--- src/rtl/regfile_operand_fetch.sv ---
// Operand fetch stage on the requester side of a 2-read/1-write register file.
// Drives the register-file read ports from the issuing instruction and the write
// port from writeback. Keeps a pending-write scoreboard, forwards same-cycle
// writeback data, stalls issue on hazards, and hands a registered operand bundle
// to execute over a valid/ready handshake.
//
// Ports:
//   clk, async_rst (async, active-high), clk_en (low freezes all state)
//   issue_*        decoded instruction in (valid/ready)
//   rf_rd_*_a/b    register-file read ports (data returns in the same cycle)
//   rf_wr_*        register-file write port, driven from writeback
//   wb_*           writeback result in (always accepted)
//   op_*           registered operand bundle out (valid/ready)
//
// Build option: define REG_ZERO_HARDWIRE_EN to make register 0 read as zero,
// never become pending, and have writes to it dropped.
module regfile_operand_fetch #(
  parameter int unsigned DATA_WIDTH = 64,
  parameter int unsigned REG_COUNT  = 16,
  parameter int unsigned ADDR_WIDTH = $clog2(REG_COUNT)
) (
  input  logic                  clk,
  input  logic                  async_rst,
  input  logic                  clk_en,
  input  logic                  issue_valid,
  output logic                  issue_ready,
  input  logic [ADDR_WIDTH-1:0] issue_rs_a,
  input  logic [ADDR_WIDTH-1:0] issue_rs_b,
  input  logic                  issue_use_a,
  input  logic                  issue_use_b,
  input  logic [ADDR_WIDTH-1:0] issue_rd,
  input  logic                  issue_wr,
  output logic                  rf_rd_en_a,
  output logic [ADDR_WIDTH-1:0] rf_rd_addr_a,
  input  logic [DATA_WIDTH-1:0] rf_rd_data_a,
  output logic                  rf_rd_en_b,
  output logic [ADDR_WIDTH-1:0] rf_rd_addr_b,
  input  logic [DATA_WIDTH-1:0] rf_rd_data_b,
  output logic                  rf_wr_en,
  output logic [ADDR_WIDTH-1:0] rf_wr_addr,
  output logic [DATA_WIDTH-1:0] rf_wr_data,
  input  logic                  wb_valid,
  input  logic [ADDR_WIDTH-1:0] wb_addr,
  input  logic [DATA_WIDTH-1:0] wb_data,
  output logic                  op_valid,
  input  logic                  op_ready,
  output logic [DATA_WIDTH-1:0] op_a,
  output logic [DATA_WIDTH-1:0] op_b,
  output logic [ADDR_WIDTH-1:0] op_rd,
  output logic                  op_wr
);

  logic [REG_COUNT-1:0]  r_pending;
  logic                  r_op_valid;
  logic [DATA_WIDTH-1:0] r_op_a;
  logic [DATA_WIDTH-1:0] r_op_b;
  logic [ADDR_WIDTH-1:0] r_op_rd;
  logic                  r_op_wr;

  logic [REG_COUNT-1:0]  w_wb_dec;
  logic [REG_COUNT-1:0]  w_eff_pend;
  logic [REG_COUNT-1:0]  w_set;
  logic                  w_hazard;
  logic                  w_accept;
  logic [DATA_WIDTH-1:0] w_opnd_a;
  logic [DATA_WIDTH-1:0] w_opnd_b;

  // Register-file port drive
  assign rf_rd_en_a   = issue_valid & issue_use_a;
  assign rf_rd_addr_a = issue_rs_a;
  assign rf_rd_en_b   = issue_valid & issue_use_b;
  assign rf_rd_addr_b = issue_rs_b;
`ifdef REG_ZERO_HARDWIRE_EN
  assign rf_wr_en     = wb_valid & clk_en & (wb_addr != '0);
`else
  assign rf_wr_en     = wb_valid & clk_en;
`endif
  assign rf_wr_addr   = wb_addr;
  assign rf_wr_data   = wb_data;

  // A writeback landing this cycle resolves its register's hazard immediately
  always_comb begin
    w_wb_dec = '0;
    if (wb_valid) w_wb_dec[wb_addr] = 1'b1;
    w_eff_pend = r_pending & ~w_wb_dec;
`ifdef REG_ZERO_HARDWIRE_EN
    w_eff_pend[0] = 1'b0;
`endif
  end

  assign w_hazard = (issue_use_a & w_eff_pend[issue_rs_a]) |
                    (issue_use_b & w_eff_pend[issue_rs_b]) |
                    (issue_wr    & w_eff_pend[issue_rd]);

  assign issue_ready = clk_en & ~w_hazard & (~r_op_valid | op_ready);
  assign w_accept    = issue_valid & issue_ready;

  // Operand select: unused -> 0, same-cycle writeback wins over the file
  always_comb begin
    w_opnd_a = '0;
    w_opnd_b = '0;
    if (issue_use_a) w_opnd_a = (wb_valid && (wb_addr == issue_rs_a)) ? wb_data : rf_rd_data_a;
    if (issue_use_b) w_opnd_b = (wb_valid && (wb_addr == issue_rs_b)) ? wb_data : rf_rd_data_b;
`ifdef REG_ZERO_HARDWIRE_EN
    if (issue_rs_a == '0) w_opnd_a = '0;
    if (issue_rs_b == '0) w_opnd_b = '0;
`endif
  end

  // Scoreboard set on an accepted writer
  always_comb begin
    w_set = '0;
    if (w_accept && issue_wr) w_set[issue_rd] = 1'b1;
`ifdef REG_ZERO_HARDWIRE_EN
    w_set[0] = 1'b0;
`endif
  end

  // Scoreboard and output bundle; set is applied after clear so set wins
  always_ff @(posedge clk or posedge async_rst) begin
    if (async_rst) begin
      r_pending  <= '0;
      r_op_valid <= 1'b0;
      r_op_a     <= '0;
      r_op_b     <= '0;
      r_op_rd    <= '0;
      r_op_wr    <= 1'b0;
    end else if (clk_en) begin
      r_pending <= (r_pending & ~w_wb_dec) | w_set;
      if (w_accept) begin
        r_op_valid <= 1'b1;
        r_op_a     <= w_opnd_a;
        r_op_b     <= w_opnd_b;
        r_op_rd    <= issue_rd;
        r_op_wr    <= issue_wr;
      end else if (op_ready) begin
        r_op_valid <= 1'b0;
      end
    end
  end

  assign op_valid = r_op_valid;
  assign op_a     = r_op_a;
  assign op_b     = r_op_b;
  assign op_rd    = r_op_rd;
  assign op_wr    = r_op_wr;

endmodule

--- config.mk ---
export PLATFORM = sky130hd
export DESIGN_NAME = regfile_operand_fetch
export DESIGN_NICKNAME = d
export VERILOG_FILES = /design/src/rtl/regfile_operand_fetch.sv
export SDC_FILE = /design/constraint.sdc
export NUM_CORES = 1
export LEC_CHECK = 0
export BUFFER_PORTS_ARGS = -buffer_cell sky130_fd_sc_hd__buf_4
export CORE_AREA = 4 4 166 168
export DETAILED_ROUTE_END_ITERATION = 8
export DIE_AREA = 0 0 170 172
export GPL_TIMING_DRIVEN = 0
export PLACE_DENSITY = 0.73
export SETUP_SLACK_MARGIN = 0.15
export SLEW_MARGIN = 20
export SYNTH_ARGS = -nofsm -noshare
export SYNTH_HDL_FRONTEND = slang
export SYNTH_SLANG_ARGS = --single-unit
--- constraint.sdc ---
create_clock -name clk -period 14.1 [get_ports clk]
set_clock_uncertainty 0.1 [all_clocks]
set_input_delay 2.115 -clock clk [delete_from_list [all_inputs] [get_ports clk]]
set_output_delay 2.115 -clock clk [all_outputs]
set_load 0.03 [all_outputs]
==> reports/summary.txt <==
Mapped Cells -> 1,002
CP top delay family -> simple AND/OR/NAND/NOR gates
r2r setup slk -> 10,910 ps
dpl ws -> 7430 ps
CTS Buf Count -> 17
warnings from Yosys -> 0
post-synthesis sequential area ratio -> 0.411
post-cts gate resize count -> 0
initial core utilization -> 0.353
clock share of power -> 0.282
clk_lat worst skew -> 420 ps
P_sw -> 0.639 mW
CTS Sinks -> 150
first-pass detailed-route iteration total -> 6
drt wl/cell -> 20.5 um
DR vias/cell -> 5.11
ys flop type -> dfrtp_1
Reg clk slew, reported paths -> 70 ps
crit path time final -> 6780 ps
Routed Antenna Nets -> 0
Int Pwr -> 1.08 mW
Vias -> 9,166
IO Port Bufs -> 423
setup TNS -> 0 ps
# rows -> 59
fin util -> 0.516
Layout fillers -> 2,475
vias in the first global route -> 9,177
power density over the cells -> 128 nW/um^2
FFs w/ async S/R, synth -> 1.00
total power -> 1.72 mW
Mean Syn Cell Area -> 9.12 um^2
Core Area -> 25,900 um^2
initial antenna violation count -> 0
gr ovfl total -> 0
H-tree depth -> 4
critical path, cell by cell -> buf_4, buf_2, nand3b_1, o21ai_0, o41ai_1, or4_1, a31oi_1, and3_1, buf_4
Post-Syn Nets -> 1,219
Reg area -> 3750 um^2
Fin. Hold Viols -> 0
final WL -> 36,800 um
Slew Limit Fails -> 0
first-pass GRT wire length -> 53,500 um
HP Class -> reg -> reg
dpl cells -> 1,761
RSZ-0062 raised after global routing -> false
crit path DAT -> 4570 ps
multi-input logic area -> 4430 um^2
worst vdd ir -> 0.0721 mV
WP buf/inv -> 3
Die Y-Extent -> 172 um
synth top area cells -> dfrtp_1, nand2_1, mux2_1
Leak -> 6.73 nW
GP Congestion -> 0.928
fmax -> 0.147 GHz
Comb pwr share -> 0.381
die area -> 29,200 um^2
Post-CTS Setup Repair Bufs -> 0
Max FO, Critical Path -> 10
DPL Wire Length -> 28,400 um
Worst Setup Path Type -> in -> out
Critical Path End Type -> output port
IO Pins -> 431
Area growth syn-to-layout -> 46.4%
Yosys top cell by area -> dfrtp_1
Post-CTS Hold Buffers -> 0
Slowest cell on crit path -> o21ai_0
Seq pwr share -> 0.337
top-count cell post-synth -> nand2_1
Yosys cell types -> 48
Worst-Margin Slew -> 958 ps
Synth top cells by count -> nand2_1, dfrtp_1, mux2_1, buf_4, a21oi_1
post-synth top area share -> 0.411
Final Setup Violations -> 0
max-cap violations -> 0
Net Sw Frac -> 0.372
period utilization -> 0.481
Tot GR Track Use -> 0.238
Startpoint Class -> input pin
Slew headroom -> 0.361
WP data required -> 11,890 ps
number of synthesized register bits -> 150
Syn Std Cell Area -> 9140 um^2
clk buf depth -> 2
DRC violations left -> 0
Non-Filler Instances -> 1,793
Critical Path Most Common Cell -> buf_4
TritonCTS clock tree -> done
CTS Root Cell -> clkbuf_16
status -> finished clean
layout cells sized above 1 -> 0.421
EDFF count, synth -> 0
slowest stage delay, CP -> 540 ps
drt initial violations -> 479
Final Net Count -> 1,662
largest net degree at the start of global routing -> 86
post-route worst setup slack -> 7320 ps
Chip Width -> 170 um
layer usage:
layer	part of all wire	vias up	GRT usage
met5	0	-	0
met2	0.48	444	0.403
met1	0.40	4415	0.295
met3	0.090	63	0.0649
met4	0.030	0	0.0774
li1	-	4244	-
power by group through the flow:
stage	sequential (mW)	clock (mW)	combinational, mW
after global placement	0.580	0	0.652
after CTS	0.579	0.495	0.659
after global routing	0.590	0.515	0.689
after detailed placement	0.585	0	0.658
final	0.579	0.485	0.654
after floorplan	0.756	0	0.190
path summary, 6_finish.rpt:
check | from | depth (start not counted) | to
max in group asynchronous | async_rst | 3 | r_pending[15]$_DFFE_PP0P_
max reg2reg | r_pending[4]$_DFFE_PP0P_ | 8 | op_b[22]$_DFFE_PP0P_
min reg2reg | op_a[16]$_DFFE_PP0P_ | 1 | op_a[16]$_DFFE_PP0P_
min in group asynchronous | async_rst | 2 | op_a[40]$_DFFE_PP0P_
max | wb_addr[2] | 9 | issue_ready
min | op_a[16]$_DFFE_PP0P_ | 1 | op_a[16]$_DFFE_PP0P_
sequential cells by signal, indices dropped and copies added (netlist names):
signal and count:
op_rd 4, op_wr 1, op_b 64, op_valid 1, r_pending 16, op_a 64
cell usage in the layout, fill, tap and decap left out, types with 11 or more instances in the layout:
master	Yosys	final
mux2_1	80	80
dfrtp_1	150	150
o21ai_0	35	35
clkbuf_16	0	17
nor2_1	11	11
clkbuf_1	51	52
buf_4	78	501
a21oi_1	70	70
a21boi_0	64	64
o211ai_1	12	12
nand2_1	273	273
o31ai_1	12	12
mux2_2	51	51
layout make-up:
class	count	area share
diodes	1	0.000187
plain buffers	149	0.0691
clock buffers	19	0.0331
clock inverters	12	0.0126
inverters	8	0.00280
multi-input cells	695	0.331
flip-flops and latches	150	0.280
well taps	335	0.0313
repair buffers	424	0.239
worst reg2reg max path: cells and delay by family (launching register included):
family | cells | cell delay (ps)
AND/OR/NAND/NOR | 2 | 1050
multiplexers | 1 | 320
flip-flops | 1 | 350
buffers and inverters | 2 | 640
AO/OA/AOI/OAI | 3 | 610
metrics by stage:
| step | hold slack (ps) | instance area (um^2) |
|---|---|---|
| detailed placement | 382 | 12800 |
| global route | 411 | 13400 |
| finish | 394 | 13400 |
| floorplan | 367 | 9140 |
| CTS | 399 | 13400 |
| global placement | 375 | 12700 |
kinds of logic after synthesis:
group,count (synthesis),synth area share
multiplexers,138,0.173
buffers and inverters,157,0.104
AO/OA/AOI/OAI,215,0.152
AND/OR/NAND/NOR,334,0.151
XOR/XNOR,8,0.00767
flip-flops,150,0.411
(Power assumes the default switching activity.)
